$ cat src/rtl/key_pkg.sv
// Shared constants for the key event path: default key count and debounced level encoding.
package key_pkg;
  localparam int   DEF_N_KEYS   = 4;
  localparam logic KEY_PRESSED  = 1'b0;
  localparam logic KEY_RELEASED = 1'b1;
endpackage

$ cat src/rtl/key_rr_arb.sv
// Combinational round-robin pick over the pending vector, starting just after last_id.
// Zero latency; no backpressure of its own, the caller decides when a grant is used.
module key_rr_arb #(
  parameter int N   = 4,
  parameter int IDW = 2
) (
  input  logic [N-1:0]   pend,
  input  logic [IDW-1:0] last_id,
  output logic           grant_valid,
  output logic [IDW-1:0] grant_id
);
  int idx;

  // Scan from farthest to nearest so the key closest after last_id wins.
  always_comb begin
    grant_valid = 1'b0;
    grant_id    = '0;
    idx         = 0;
    for (int k = N; k >= 1; k--) begin
      idx = (int'(last_id) + k) % N;
      if (pend[idx[IDW-1:0]]) begin
        grant_valid = 1'b1;
        grant_id    = idx[IDW-1:0];
      end
    end
  end
endmodule

$ cat src/rtl/key_evt_sched.sv
// Queues one press/auto-repeat event per key and issues them round-robin on a valid/ready port.
// Flag to cmd_valid in 2 cycles; output holds under !cmd_ready, colliding events pulse evt_drop.
module key_evt_sched
  import key_pkg::*;
#(
  parameter int N_KEYS     = DEF_N_KEYS,
  parameter int IDW        = $clog2(N_KEYS),
  parameter int HOLD_CYC   = 50_000_000,
  parameter int REPEAT_CYC = 10_000_000,
  parameter bit RPT_EN     = 1'b1
) (
  input  logic              clk,
  input  logic              rst_n,
  input  logic [N_KEYS-1:0] key_flag,
  input  logic [N_KEYS-1:0] key_state,
  output logic              cmd_valid,
  input  logic              cmd_ready,
  output logic [IDW-1:0]    cmd_id,
  output logic              cmd_repeat,
  output logic              evt_drop
);
  localparam int MAXC = (HOLD_CYC > REPEAT_CYC) ? HOLD_CYC : REPEAT_CYC;
  localparam int CW   = $clog2(MAXC);

  logic [N_KEYS-1:0] press_ev, rel_ev, rpt_ev;
  logic [N_KEYS-1:0] pending_q, pending_d, pend_rpt_q, pend_rpt_d;
  logic [IDW-1:0]    last_id_q, last_id_d, cmd_id_q, cmd_id_d;
  logic              cmd_valid_q, cmd_valid_d, cmd_repeat_q, cmd_repeat_d;
  logic              evt_drop_q, evt_drop_d;
  logic              load, grant_valid;
  logic [IDW-1:0]    grant_id;

  always_comb begin
    press_ev = '0;
    rel_ev   = '0;
    for (int i = 0; i < N_KEYS; i++) begin
      press_ev[i] = key_flag[i] && (key_state[i] == KEY_PRESSED);
      rel_ev[i]   = key_flag[i] && (key_state[i] == KEY_RELEASED);
    end
  end

  generate
    if (RPT_EN) begin : g_rpt
      localparam logic [CW-1:0] HOLD_LAST = CW'(HOLD_CYC - 1);
      localparam logic [CW-1:0] RPT_LAST  = CW'(REPEAT_CYC - 1);
      logic [N_KEYS-1:0]         pressed_q, pressed_d, phase_q, phase_d;
      logic [N_KEYS-1:0][CW-1:0] cnt_q, cnt_d;

      // phase selects the initial hold interval (0) or the repeat interval (1).
      always_comb begin
        pressed_d = pressed_q;
        phase_d   = phase_q;
        cnt_d     = cnt_q;
        rpt_ev    = '0;
        for (int i = 0; i < N_KEYS; i++) begin
          rpt_ev[i] = pressed_q[i] && (cnt_q[i] == (phase_q[i] ? RPT_LAST : HOLD_LAST));
          if (press_ev[i] || rel_ev[i]) begin
            pressed_d[i] = press_ev[i];
            phase_d[i]   = 1'b0;
            cnt_d[i]     = '0;
          end else if (rpt_ev[i]) begin
            phase_d[i] = 1'b1;
            cnt_d[i]   = '0;
          end else if (pressed_q[i]) begin
            cnt_d[i] = cnt_q[i] + 1'b1;
          end
        end
      end

      always_ff @(posedge clk or negedge rst_n) begin
        if (!rst_n) begin
          pressed_q <= '0;
          phase_q   <= '0;
          cnt_q     <= '0;
        end else begin
          pressed_q <= pressed_d;
          phase_q   <= phase_d;
          cnt_q     <= cnt_d;
        end
      end
    end else begin : g_no_rpt
      assign rpt_ev = '0;
    end
  endgenerate

  key_rr_arb #(.N(N_KEYS), .IDW(IDW)) u_arb (
    .pend        (pending_q),
    .last_id     (last_id_q),
    .grant_valid (grant_valid),
    .grant_id    (grant_id)
  );

  assign load = !cmd_valid_q || cmd_ready;

  always_comb begin
    pending_d    = pending_q;
    pend_rpt_d   = pend_rpt_q;
    last_id_d    = last_id_q;
    cmd_valid_d  = cmd_valid_q;
    cmd_id_d     = cmd_id_q;
    cmd_repeat_d = cmd_repeat_q;
    evt_drop_d   = 1'b0;
    if (load) begin
      cmd_valid_d = grant_valid;
      if (grant_valid) begin
        cmd_id_d     = grant_id;
        cmd_repeat_d = pend_rpt_q[grant_id];
        last_id_d    = grant_id;
      end
    end
    // A slot being drained this cycle can immediately take the new event.
    for (int i = 0; i < N_KEYS; i++) begin
      if (load && grant_valid && (grant_id == IDW'(i))) begin
        pending_d[i]  = press_ev[i] || rpt_ev[i];
        pend_rpt_d[i] = !press_ev[i] && rpt_ev[i];
      end else if (press_ev[i] || rpt_ev[i]) begin
        if (pending_q[i]) begin
          evt_drop_d = 1'b1;
        end else begin
          pending_d[i]  = 1'b1;
          pend_rpt_d[i] = !press_ev[i];
        end
      end
    end
  end

  always_ff @(posedge clk or negedge rst_n) begin
    if (!rst_n) begin
      pending_q    <= '0;
      pend_rpt_q   <= '0;
      last_id_q    <= IDW'(N_KEYS - 1);
      cmd_valid_q  <= 1'b0;
      cmd_id_q     <= '0;
      cmd_repeat_q <= 1'b0;
      evt_drop_q   <= 1'b0;
    end else begin
      pending_q    <= pending_d;
      pend_rpt_q   <= pend_rpt_d;
      last_id_q    <= last_id_d;
      cmd_valid_q  <= cmd_valid_d;
      cmd_id_q     <= cmd_id_d;
      cmd_repeat_q <= cmd_repeat_d;
      evt_drop_q   <= evt_drop_d;
    end
  end

  assign cmd_valid  = cmd_valid_q;
  assign cmd_id     = cmd_id_q;
  assign cmd_repeat = cmd_repeat_q;
  assign evt_drop   = evt_drop_q;
endmodule

$ cat config.mk
export PLATFORM = sky130hd
export DESIGN_NAME = key_evt_sched
export DESIGN_NICKNAME = d
export VERILOG_FILES = /design/src/rtl/key_pkg.sv /design/src/rtl/key_rr_arb.sv /design/src/rtl/key_evt_sched.sv
export SDC_FILE = /design/constraint.sdc
export NUM_CORES = 1
export LEC_CHECK = 0
export ABC_AREA = 1
export CORE_ASPECT_RATIO = 0.7
export CORE_MARGIN = 8
export CORE_UTILIZATION = 34
export CTS_CLUSTER_SIZE = 8
export DETAILED_ROUTE_END_ITERATION = 8
export PLACE_DENSITY_LB_ADDON = 0.08
export SYNTH_ARGS = -nofsm -noshare
export SYNTH_HDL_FRONTEND = slang
export SYNTH_SLANG_ARGS = --single-unit
$ cat constraint.sdc
create_clock -name clk -period 1.87 [get_ports clk]
set_clock_uncertainty 0.1 [all_clocks]
set_input_delay 0.374 -clock clk [delete_from_list [all_inputs] [get_ports clk]]
set_output_delay 0.374 -clock clk [all_outputs]
set_load 0.01 [all_outputs]
==> flow_summary.json <==
{
  "floorplan.die.height_um": 139,
  "clk_path_buf_depth": 2,
  "synth_sequential_area_ratio_pct": 43.28,
  "netlist_instances": 979,
  "fp.coreArea_sq_um": 21450,
  "outcome": "finished with violations",
  "timing.final.crit_share_pct": 103.8,
  "synth_nets": 994,
  "critPathMaxFanout": 5,
  "failed_checks": "setup timing",
  "finalHoldWorstSlack_ns": 0.3205,
  "period_needed_ns": 1.942,
  "final_layout_size_suffix_gt1_share_pct": 27.74,
  "worst_ir_drop_vdd_v": 0.0008314,
  "numCtsBuffers": 17,
  "grtUsageTotal_pct": 15.86,
  "number_of_synthesized_register_bits": 127,
  "route.vias.total": 6917,
  "post-route-worst-setup-slack_ns": -0.07196,
  "clock_sinks": 127,
  "count_of_flip_flops_with_a_built_in_enable_after_synthesis": 0,
  "worst_path_max_delay_cell": "dfstp_2",
  "initial_core_util_pct": 34.25,
  "holdCritPathClass": "in -> async",
  "yosys.cell_types.count": 45,
  "post_synth_main_area_contributors": "dfrtp_1 (43%), nand2_1 (11%), inv_1 (6.4%)",
  "synth-async-reset-ratio_pct": 100.0,
  "synth_area_sq_um": 7348,
  "largest_net_degree_at_the_start_of_global_routing": 38,
  "timing.rr.end": "evt_drop",
  "cts_tree": "done",
  "postSynthAreaPerCell_sq_um": 7.506,
  "required_ns": 2.09,
  "fmax_ghz": 0.5149,
  "pin_count": 16,
  "num_antenna_cells": 0,
  "synth_top_area_cell": "dfrtp_1",
  "p_leak_nw": 4.420,
  "floorplan.rows": 45,
  "insertion_delay_ns": 0.43,
  "port_buffers": 15,
  "r2r_setup_slack_ns": -0.07,
  "vias_per_cell": 4.807,
  "firstDrtPassIters": 5,
  "layout.filler_cells": 2163,
  "grt_first_pass_wirelength_um": 34200,
  "endpoint_kind": "flop",
  "maxCapViolCount": 0,
  "slew_headroom_pct": 73.38,
  "dpl-instance-area_sq_um": 8753,
  "cts-root-buf": "clkbuf_16",
  "pre_cts_ws_ns": -0.1575,
  "route.final.wire_length_um": 20610,
  "area_delta_synth_final_pct": 35.23,
  "worst_r2r_startpoint": "last_id_q[0]",
  "hpwlAfterDp_um": 15160,
  "fin_nets": 1160,
  "critPathMaxStageDelay_ns": 0.60,
  "drcViolationCount": 0,
  "dominantRegCellSynth": "dfrtp_1",
  "worst-r2r-cell-count": 14,
  "clk_pin_slew_ns": 0.06,
  "startpoint_type": "flop",
  "path_cells": "buf_12 > nand2_2 > nand2_4 > nand2_1 > nand2_2 > nor2_2 > nand2_2 > nand2_4 > nor2_4 > nand2_2 > nand2_1 > nand2_1 > inv_1 > nand2_1",
  "route.detailed.wl_per_inst_um": 14.32,
  "final-hold-violation-count": 0,
  "grt_residual_overflow": 0,
  "worst_tran_pin_value_ns": 0.3993,
  "synth_top_area_share_pct": 42.57,
  "grt_antenna_before_repair": 0,
  "die_area_sq_um": 26650,
  "final_design_instance_area_without_fill_sq_um": 9937,
  "h_tree_level_count": 4,
  "drt_iter0_drc": 514,
  "grt_setup_unrepaired": "true",
  "worst-endpoint-arrival_ns": 2.16,
  "critPathKind": "reg -> reg",
  "grt_pass1_vias": 6660,
  "slew_viol_final": 0,
  "pwr_density_cell_nw_per_um2": 905.8,
  "final_replace_weighted_congestion": 0.8245,
  "setup_viol_count_final": 5,
  "horizontal_extent_of_the_die_um": 191.7,
  "yosys_warn_count": 0,
  "final_antenna_net_count": 0
}
[Yosys cell counts, drive strengths merged, types with 6 or more instances]
library cell  number
nor4              12
buf                6
nor2             130
dfrtp            125
o21ai             46
inv              134
a31oi              6
xnor2              6
nor3              69
o22ai             19
nand3             61
nand2            231
xor2              30
nand4             31
a21oi             45
[layout by cell type (no fill, tap or decap), types with 30 or more instances in the layout]
cell     count
o21ai_0     31
nand2_2     38
nor3_1      49
a21oi_1     41
xor2_1      30
nand3_1     49
nor2_1      97
dfrtp_1    117
nand2_1    184
buf_4      131
inv_1      124
nand4_1     30
[registers in the layout (all words and copies together), names as in the netlist]
name,count
cmd_id,2
cmd_repeat,1
cmd_valid,1
evt_drop,1
g_rpt.cnt_q,104
g_rpt.phase_q,4
g_rpt.pressed_q,4
last_id_q,2
pend_rpt_q,4
pending_q,4
[worst max-delay path, delay by kind of cell, from the launching register on]
family                 cells  cell delay, ns
flip-flops                 1            0.60
buffers and inverters      2            0.18
AND/OR/NAND/NOR           12            0.97
[through the flow]
step	instances	setup TNS, ns	utilization (%)	total power, mW
floorplan	979	0	-	4.574
global placement	1387	-1.220	40.80	5.432
detailed placement	1387	-1.501	40.80	5.432
CTS	1422	-0.03186	43.81	8.741
global route	1439	-1.605	46.32	9.535
finish	1439	-0.1394	46.32	9.001
[power by group]
part	total, mW	internal [mW]	switching, mW
Combinational	2.76	1.15	1.61
Sequential	3.16	2.96	0.204
Clock	3.07	1.85	1.22
Total	9.00	5.96	3.04
[area by class of cell]
class                   instances  area, sq um  share of cell area (%)
flip-flops and latches        127         3191                   32.11
well taps                     282        352.8                   3.551
inverters                     137        526.8                   5.301
repair buffers                155         1286                   12.94
clock buffers                  25        505.5                   5.087
multi-input cells             707         4043                   40.68
clock inverters                 6        32.53                  0.3274
[layer usage]
layer	vias to the layer above	GRT usage, %	routed length (um)
li1	3577	-	-
met2	92	21.20	8301
met1	3240	24.77	11430
met4	0	3.758	112
met3	8	3.668	759
met5	-	0	0
[cells by family (layout without fill, tap and decap cells)]
family	after synthesis	after routing	share of synthesized area (%)
fa+ha+maj	4	4	0.6811
buf+inv	145	323	7.594
compound gates	124	124	9.399
xor+xnor	36	36	4.291
simple gates	543	543	34.75
flops	127	127	43.28
[worst max path at each step]
| stage | slack [ns] | depth (start not counted) | endpoint | startpoint |
|---|---|---|---|---|
| 2_1_floorplan | 0.11 | 11 | g_rpt.cnt_q[94] | g_rpt.cnt_q[79] |
| 3_3_place_gp | -0.13 | 10 | g_rpt.cnt_q[96] | key_flag[3] |
| 3_5_place_dp | -0.16 | 8 | g_rpt.cnt_q[6] | key_flag[0] |
| 4_1_cts | -0.02 | 13 | evt_drop | last_id_q[0] |
| 5_1_grt | -0.19 | 14 | evt_drop | last_id_q[0] |
| 6_report | -0.07 | 14 | evt_drop | last_id_q[0] |
[timing repair]
item,in CTS,in global routing
gates resized for setup,22,111
hold buffers,1,0
endpoints found under the hold margin,32,0
buffers inserted,3,18
setup endpoints to repair,20,87
pin swaps,12,38
Power figures use the tool's default switching activity.
